**src/rtl/eth_parser_pkg.sv**
```systemverilog
`default_nettype none
//==============================================================================
// Module   : eth_parser_pkg
// Desc     : Shared types and constants for the Ethernet header extractor.
// Revision : 1.0 - initial release
//==============================================================================
package eth_parser_pkg;

    localparam logic [15:0] TPID_VLAN     = 16'h8100;
    localparam int          HDR_BUF_BYTES = 24;

    typedef enum logic [1:0] {
        ST_IDLE = 2'd0,
        ST_HDR  = 2'd1,
        ST_SKIP = 2'd2
    } eth_state_t;

    typedef struct packed {
        logic [47:0] dst;
        logic [47:0] src;
        logic        vlan_valid;
        logic [15:0] tci;
        logic [15:0] ethertype;
    } eth_hdr_t;

    // Byte n of the header buffer sits at bits [8n+7:8n].
    function automatic logic [7:0] hdr_byte(input logic [HDR_BUF_BYTES*8-1:0] b,
                                            input logic [4:0]                 n);
        return b[{n, 3'b000} +: 8];
    endfunction

endpackage
`default_nettype wire

```
**src/rtl/eth_hdr_decode.sv**
```systemverilog
`default_nettype none
//==============================================================================
// Module   : eth_hdr_decode
// Desc     : Combinational decode of a 24-byte header buffer into MAC/VLAN/type.
// Revision : 1.0 - initial release
//==============================================================================
module eth_hdr_decode
    import eth_parser_pkg::*;
(
    input  logic [HDR_BUF_BYTES*8-1:0] hdr_bytes,
    output eth_hdr_t                   hdr
);

    logic [15:0] w_tpid;
    logic [47:0] w_unused_tail;

    assign w_unused_tail = hdr_bytes[191:144];
    assign w_tpid        = {hdr_byte(hdr_bytes, 5'd12), hdr_byte(hdr_bytes, 5'd13)};

    always_comb begin
        hdr.dst = {hdr_byte(hdr_bytes, 5'd0), hdr_byte(hdr_bytes, 5'd1),
                   hdr_byte(hdr_bytes, 5'd2), hdr_byte(hdr_bytes, 5'd3),
                   hdr_byte(hdr_bytes, 5'd4), hdr_byte(hdr_bytes, 5'd5)};
        hdr.src = {hdr_byte(hdr_bytes, 5'd6),  hdr_byte(hdr_bytes, 5'd7),
                   hdr_byte(hdr_bytes, 5'd8),  hdr_byte(hdr_bytes, 5'd9),
                   hdr_byte(hdr_bytes, 5'd10), hdr_byte(hdr_bytes, 5'd11)};
        hdr.vlan_valid = 1'b0;
        hdr.tci        = 16'h0000;
        hdr.ethertype  = w_tpid;
        if (w_tpid == TPID_VLAN) begin
            hdr.vlan_valid = 1'b1;
            hdr.tci        = {hdr_byte(hdr_bytes, 5'd14), hdr_byte(hdr_bytes, 5'd15)};
            hdr.ethertype  = {hdr_byte(hdr_bytes, 5'd16), hdr_byte(hdr_bytes, 5'd17)};
        end
    end

endmodule
`default_nettype wire

```
**src/rtl/eth_hdr_extract.sv**
```systemverilog
`default_nettype none
//==============================================================================
// Module   : eth_hdr_extract
// Desc     : Captures the first header beats of each frame and presents the
//            decoded Ethernet/802.1Q header on a valid/ready output.
// Config   : define ETH_HDR_STATS_EN to enable frame/runt statistics counters.
// Revision : 1.0 - initial release
//==============================================================================
module eth_hdr_extract
    import eth_parser_pkg::*;
#(
    parameter int DATA_WIDTH   = 64,
    parameter int HEADER_BYTES = 18
) (
    input  logic                  clk,
    input  logic                  rst_n,
    input  logic [DATA_WIDTH-1:0] s_tdata,
    input  logic                  s_tvalid,
    input  logic                  s_tlast,
    output logic                  s_tready,
    output logic                  frame_start,
    output logic                  in_header,
    output logic                  hdr_valid,
    input  logic                  hdr_ready,
    output logic [47:0]           hdr_dst_mac,
    output logic [47:0]           hdr_src_mac,
    output logic                  hdr_vlan_valid,
    output logic [15:0]           hdr_vlan_tci,
    output logic [15:0]           hdr_ethertype,
    output logic                  err_runt,
    output logic [31:0]           stat_frames,
    output logic [31:0]           stat_runts
);

    localparam int         c_beat_bytes = DATA_WIDTH / 8;
    localparam int         c_hdr_beats  = (HEADER_BYTES + c_beat_bytes - 1) / c_beat_bytes;
    localparam logic [1:0] c_last_beat  = 2'(c_hdr_beats - 1);

    eth_state_t                r_state;
    eth_state_t                w_next_state;
    logic [1:0]                r_beat_cnt;
    logic [1:0]                w_beat_cnt_next;
    logic [2*DATA_WIDTH-1:0]   r_hdr_buf;
    logic [HDR_BUF_BYTES*8-1:0] w_dec_in;
    eth_hdr_t                  w_dec_hdr;
    eth_hdr_t                  r_hdr;
    logic                      r_hdr_valid;
    logic                      r_frame_start;
    logic                      r_err_runt;
    logic                      w_accept;
    logic                      w_start;
    logic                      w_store;
    logic                      w_load;
    logic                      w_runt;

    // Stall only while a finished header waits for a free output slot.
    assign s_tready = ~rst_n | ~((r_state == ST_HDR) & r_hdr_valid & ~hdr_ready);
    assign w_accept = s_tvalid & s_tready;

    always_comb begin
        w_next_state    = r_state;
        w_beat_cnt_next = r_beat_cnt;
        w_start         = 1'b0;
        w_store         = 1'b0;
        w_load          = 1'b0;
        w_runt          = 1'b0;
        case (r_state)
            ST_IDLE: begin
                if (w_accept) begin
                    w_start = 1'b1;
                    w_store = 1'b1;
                    if (s_tlast) begin
                        w_runt          = 1'b1;
                        w_beat_cnt_next = 2'd0;
                    end else begin
                        w_next_state    = ST_HDR;
                        w_beat_cnt_next = 2'd1;
                    end
                end
            end
            ST_HDR: begin
                if (w_accept) begin
                    if (r_beat_cnt == c_last_beat) begin
                        w_load          = 1'b1;
                        w_beat_cnt_next = 2'd0;
                        w_next_state    = s_tlast ? ST_IDLE : ST_SKIP;
                    end else begin
                        w_store = 1'b1;
                        if (s_tlast) begin
                            w_runt          = 1'b1;
                            w_beat_cnt_next = 2'd0;
                            w_next_state    = ST_IDLE;
                        end else begin
                            w_beat_cnt_next = r_beat_cnt + 2'd1;
                        end
                    end
                end
            end
            ST_SKIP: begin
                if (w_accept && s_tlast) begin
                    w_next_state = ST_IDLE;
                end
            end
            default: begin
                w_next_state    = ST_IDLE;
                w_beat_cnt_next = 2'd0;
            end
        endcase
    end

    always_ff @(posedge clk) begin
        if (!rst_n) begin
            r_state    <= ST_IDLE;
            r_beat_cnt <= 2'd0;
        end else begin
            r_state    <= w_next_state;
            r_beat_cnt <= w_beat_cnt_next;
        end
    end

    // The final header beat is decoded straight from the bus, never buffered.
    assign w_dec_in = {s_tdata, r_hdr_buf};

    eth_hdr_decode u_decode (
        .hdr_bytes (w_dec_in),
        .hdr       (w_dec_hdr)
    );

    always_ff @(posedge clk) begin
        if (!rst_n) begin
            r_hdr_buf     <= '0;
            r_hdr         <= '0;
            r_hdr_valid   <= 1'b0;
            r_frame_start <= 1'b0;
            r_err_runt    <= 1'b0;
        end else begin
            r_frame_start <= w_start;
            r_err_runt    <= w_runt;
            if (w_store) begin
                if (r_beat_cnt[0]) begin
                    r_hdr_buf[2*DATA_WIDTH-1:DATA_WIDTH] <= s_tdata;
                end else begin
                    r_hdr_buf[DATA_WIDTH-1:0] <= s_tdata;
                end
            end
            if (w_load) begin
                r_hdr       <= w_dec_hdr;
                r_hdr_valid <= 1'b1;
            end else if (r_hdr_valid && hdr_ready) begin
                r_hdr_valid <= 1'b0;
            end
        end
    end

`ifdef ETH_HDR_STATS_EN
    logic [31:0] r_stat_frames;
    logic [31:0] r_stat_runts;

    always_ff @(posedge clk) begin
        if (!rst_n) begin
            r_stat_frames <= 32'd0;
            r_stat_runts  <= 32'd0;
        end else begin
            if (w_load && (r_stat_frames != 32'hFFFF_FFFF)) begin
                r_stat_frames <= r_stat_frames + 32'd1;
            end
            if (w_runt && (r_stat_runts != 32'hFFFF_FFFF)) begin
                r_stat_runts <= r_stat_runts + 32'd1;
            end
        end
    end

    assign stat_frames = r_stat_frames;
    assign stat_runts  = r_stat_runts;
`else
    assign stat_frames = 32'd0;
    assign stat_runts  = 32'd0;
`endif

    assign frame_start    = r_frame_start;
    assign err_runt       = r_err_runt;
    assign in_header      = (r_state == ST_HDR);
    assign hdr_valid      = r_hdr_valid;
    assign hdr_dst_mac    = r_hdr.dst;
    assign hdr_src_mac    = r_hdr.src;
    assign hdr_vlan_valid = r_hdr.vlan_valid;
    assign hdr_vlan_tci   = r_hdr.tci;
    assign hdr_ethertype  = r_hdr.ethertype;

endmodule
`default_nettype wire

```
**config.mk**
```make
export PLATFORM = sky130hd
export DESIGN_NAME = eth_hdr_extract
export DESIGN_NICKNAME = d
export VERILOG_FILES = /design/src/rtl/eth_parser_pkg.sv /design/src/rtl/eth_hdr_decode.sv /design/src/rtl/eth_hdr_extract.sv
export SDC_FILE = /design/constraint.sdc
export NUM_CORES = 1
export LEC_CHECK = 0
export ABC_AREA = 0
export BUFFER_PORTS_ARGS = -buffer_cell sky130_fd_sc_hd__buf_4
export CORE_MARGIN = 2
export CORE_UTILIZATION = 30
export DETAILED_ROUTE_END_ITERATION = 10
export MAX_ROUTING_LAYER = met4
export SLEW_MARGIN = 40
export SYNTH_ARGS = -nofsm -noshare
export SYNTH_HDL_FRONTEND = slang
export SYNTH_SLANG_ARGS = --single-unit
```
**constraint.sdc**
```tcl
create_clock -name clk -period 2.4 [get_ports clk]
set_clock_uncertainty 0.2 [all_clocks]
set_input_delay 0.24 -clock clk [delete_from_list [all_inputs] [get_ports clk]]
set_output_delay 0.24 -clock clk [all_outputs]
set_load 0.02 [all_outputs]
```
## After elaboration in Yosys (flattened, before gate mapping)

Index checks and enable logic that the tools add are counted.

| storage, ports and cells | value |
|---|---|
| output and inout port bits | 198 |
| bits of input ports | 69 |
| word-level logic and storage cells | 69 |
| flip-flop bits (word level) | 264 |

| operators by class | value |
|---|---|
| add/sub/neg operators | 1 |
| bitwise operators | 9 |
| eq/ne operators | 9 |
| multiplexer cells | 29 |
| reduce and logical (&&, ||, !) cells | 9 |

Operators by type and width:

| operator | number |
|---|---|
| 33-bit two-way mux | 1 |
| 2-bit two-way mux | 11 |
| 16-bit == test, second input constant | 1 |
| 1-bit two-way mux | 13 |
| 2-bit case mux with 3 select lines | 2 |
| 2-bit inequality test, second input constant | 3 |
| 2-bit AND reduction | 3 |
| 1-bit NOT | 5 |
| 5-bit AND reduction | 1 |
| 2-bit == test, second input constant | 2 |
| 1-bit case mux with 2 select lines | 2 |
| 1-bit AND | 3 |
| 3-bit by 2-bit inequality test with 1-bit output, second input constant | 1 |
| 3-bit AND reduction | 1 |
| 2-bit by 1-bit adder with 2-bit output, second input constant | 1 |
| 2-bit by 1-bit == test with 1-bit output, second input constant | 1 |
| 1-bit logical AND | 2 |
| 2-bit logical NOT | 1 |
| 2-bit by 1-bit inequality test with 1-bit output, second input constant | 1 |
| 2-bit nonzero test | 1 |
| 1-bit bitwise OR | 1 |

## Logic depth before layout (Yosys ltp)

| depth | value |
|---|---|
| word-level depth | 9 |
| depth in mapped cells | 8 |
| depth with buffers taken out | 5 |

## Modules after synthesis

From an unflattened synthesis, not the netlist that was laid out.

| unflattened totals | value |
|---|---|
| cell total of the unflattened synthesis | 1290 |
| area, all modules | 11939.0 µm² |

Modules (own cells, without submodules):

| module | area each (µm²) | seq. area each (µm²) | cells an instance | times used |
|---|---|---|---|---|
| eth_hdr_extract | 10910.5 | 5285.1 | 1153 | 1 |
| eth_hdr_decode | 1028.5 | 0.0 | 137 | 1 |

## Least setup slack after synthesis

Ideal clock, no wire load.

| path | value |
|---|---|
| path type | register to register |
| start point | reg r_beat_cnt[0] |
| end point | reg r_hdr (netlist bit hdr_ethertype[0]) |
| setup slack | 0.630 ns |
| buffers on the path | 2 |
| stages on the path, launching flop included | 8 |
| arrival | 1.429 ns |
| required time | 2.059 ns |
| clock period less this slack | 1.770 ns |
| setup time | 0.141 ns |
| cell sequence | dfxtp_1 -> inv_1 -> ha_1 -> nand4b_2 -> buf_2 -> buf_2 -> o211ai_1 -> o311ai_0 |

| on the way | value |
|---|---|
| word-level cells in the longest chain between the ends | 4 |

Ends and longest elaborated chain:

| element | line | source |
|---|---|---|
| from (decl) | eth_hdr_extract.sv:41 | `logic [1:0] r_beat_cnt;` |
| from (signal assigned) | eth_hdr_extract.sv:117 | `r_beat_cnt <= w_beat_cnt_next;` |
| 2-bit == test | eth_hdr_extract.sv:83 | `if (r_beat_cnt == c_last_beat) begin` |
| 1-bit two-way mux | eth_hdr_extract.sv:83 |  |
| 1-bit two-way mux | eth_hdr_extract.sv:82 | `if (w_accept) begin` |
| 1-bit two-way mux | eth_hdr_extract.sv:67 | `case (r_state)` |
| to (signal assigned) | eth_hdr_extract.sv:147 | `r_hdr <= w_dec_hdr;` |
| to (decl) | eth_hdr_extract.sv:46 | `eth_hdr_t r_hdr;` |

Every way passes these cells.
A chain may end at the register's enable or synchronous reset.

## Final worst setup path

| path | value |
|---|---|
| start point | reg r_beat_cnt[0] |
| end point | reg r_hdr (netlist bit hdr_ethertype[15]) |

Same word-level chain as after synthesis.

==> flow_summary.ini <==
[timing]
fin_crit_ns = 2.13
timing.final.crit_share_pct = 88.8
setup_violations = 0
hold_violations = 0
rsz0062_at_grt = false
fmax_mhz = 469
slew_viol_final = 0
fin_setup_tns_ns = 0

[synthesis]
synth_top_area_cell = dfxtp_1
yosysWarnings = 0
synthesis.area_um2 = 10800
avgSynthCellArea_um2 = 9.18
yosysMostFrequentCell = dfxtp_1
yosysTopAreaCellShare_pct = 48.8
synthDistinctLibCells = 44
synth_enable_flop_cells = 0
synthFlopType = dfxtp_1
ys_top_cells_by_area = dfxtp_1, mux2i_1, nand2_1
synth_commonest_cells = dfxtp_1, nand2_1, mux2i_1
synth-async-reset-ratio_pct = 0
ys_seq_elements = 264
ys_seq_area_share_pct = 48.8
syn_inst = 1179

[hold_path]
min_delay_path_depth = 5
hp-class = input port to flip-flop

[power]
vdd_drop_max_mv = 0.643
p_leak_nw = 5.99
p_per_area_nw_per_um2 = 692

[route]
drt_first_pass_iters = 5
wl_per_cell_um = 17.6
wl_um = 32900
num_vias = 9177
viasPerCell = 4.91
dr.first_iter.drc_count = 401
drc = 0
final_antenna_net_count = 0

[worst_setup_path]
crit_fanout = 33
arrival_ns = 2.35
rr_worst_depth = 6
cp-start-kind = flip-flop
crit_path_end_kind = flip-flop
criticalPathCategory = flip-flop to flip-flop
worstPathRequired_ns = 2.62

[finish]
nNetsFinal = 1461
nFillCells = 3525
drive_above_1_share_pct = 19.8
final_core_util_pct = 39.2
areaGrowthSynthToFinish_pct = 28.8

[clocking]
clock_latency_ns = 0.54
cts_buffers = 29
clk_path_buf_depth = 3
cts_tree = built
cts_root_buffer = clkbuf_16
cts_resized = 0
clock_sinks = 264
htreeDepth = 1
clkTransAtPathRegs_ns = 0.06

[run]
cap_violations = 0

[floorplanning]
die_w_um = 194
ios = 267
dieHeight_um = 194
die-area_um2 = 37600
rows = 69
initial_utilization_pct = 30.4
core_um2 = 35600

[grt]
grt_usage_pct = 17.3
antenna_found_initial = 1
grt_pass1_wl_um = 50800
overflow = 0
grt_pass1_vias = 8888
grt_start_max_net_pins = 80

[placement]
hpwl_um = 21100
place.gp.congestion = 0.781
numPortBuffers = 202

[run_status]
run_status = finished, final reports clean
==> cell families after synthesis <==
group           after synthesis  synth area share [%]
simple gates                357                  15.0
fa+ha+maj                     1                 0.116
other cells                   1                0.0346
buf+inv                     177                  10.7
mux                         129                  11.9
flops                       264                  48.8
compound gates              250                  13.4
==> registers in the layout, summed over array words and instances, names as in the netlist <==
signal,flops
err_runt,1
frame_start,1
hdr_dst_mac,48
hdr_ethertype,16
hdr_src_mac,48
hdr_valid,1
hdr_vlan_tci,16
hdr_vlan_valid,1
r_beat_cnt,2
r_hdr_buf,128
r_state,2
==> per-stage QoR <==
stage	setup slack (ns)	hold slack (ns)	power, mW	std cells	cell area [um^2]
floorplan	0.630	0.161	5.14	1242	11100
global placement	0.423	0.246	5.25	1756	12400
detailed placement	0.301	0.252	5.26	1756	12400
CTS	0.240	0.0318	9.73	1869	13900
global route	0.0751	0.0416	10.0	1870	13900
finish	0.268	0.0466	9.64	1870	13900
==> report_power, final <==
group          internal, mW  leakage [nW]  switching, mW  total (mW)
registers              4.49          2.14         0.0550        4.55
clock network          2.62         0.457           1.78        4.40
logic                 0.286          3.39          0.407       0.693
==> repair_timing <==
| action | CTS | global route |
|---|---|---|
| hold buffers | 65 | 0 |
| endpoints found under the hold margin | 142 | 0 |
| setup buffers | 0 | 0 |
==> cell type report <==
class / count / area (um^2) / share of cell area [%]
clock inverters: 8 / 95.1 / 0.682
flip-flops and latches: 264 / 5290 / 37.9
well taps: 461 / 577 / 4.14
multi-input cells: 801 / 4630 / 33.2
diodes: 1 / 2.50 / 0.0180
inverters: 3 / 13.8 / 0.0987
clock buffers: 40 / 837 / 6.00
repair buffers: 292 / 2500 / 17.9
==> metal layers <==
layer / vias to the layer above / part of all wire [%] / track usage (%)
met5: - / 0 / -
met4: 0 / 2.6 / 5.02
met3: 53 / 6.7 / 3.93
met2: 297 / 47 / 27.9
met1: 4422 / 43 / 21.6
li1: 4405 / - / -
==> placed cells by master (no fill, tap or decap), types with 7 or more instances in the layout <==
| master | n |
|---|---|
| dfxtp_1 | 264 |
| buf_4 | 215 |
| nand2_1 | 198 |
| mux2i_1 | 129 |
| nand3_1 | 99 |
| o21ai_0 | 98 |
| a21oi_1 | 98 |
| dlygate4sd3_1 | 65 |
| conb_1 | 64 |
| clkbuf_16 | 29 |
| o211ai_1 | 17 |
| nor3_1 | 16 |
| a32o_1 | 16 |
| or3_1 | 15 |
| o311ai_1 | 13 |
| buf_12 | 11 |
| clkbuf_8 | 7 |
==> critical path: stages (launching register included) <==
cell,delay (ns)
dfxtp_1,0.34
inv_1,0.09
ha_1,0.33
and4b_4,0.32
nand2_2,0.06
buf_4,0.26
o311ai_0,0.39
==> path summary, 6_finish.rpt <==
path                  from                end  slack (ns)
max          r_beat_cnt[0]  hdr_ethertype[15]        0.27
min reg2reg  r_hdr_buf[48]      r_hdr_buf[48]        0.26
max reg2reg  r_beat_cnt[0]  hdr_ethertype[15]        0.27
min              hdr_ready          hdr_valid        0.05
No activity file was read; power rests on OpenSTA's default activity.
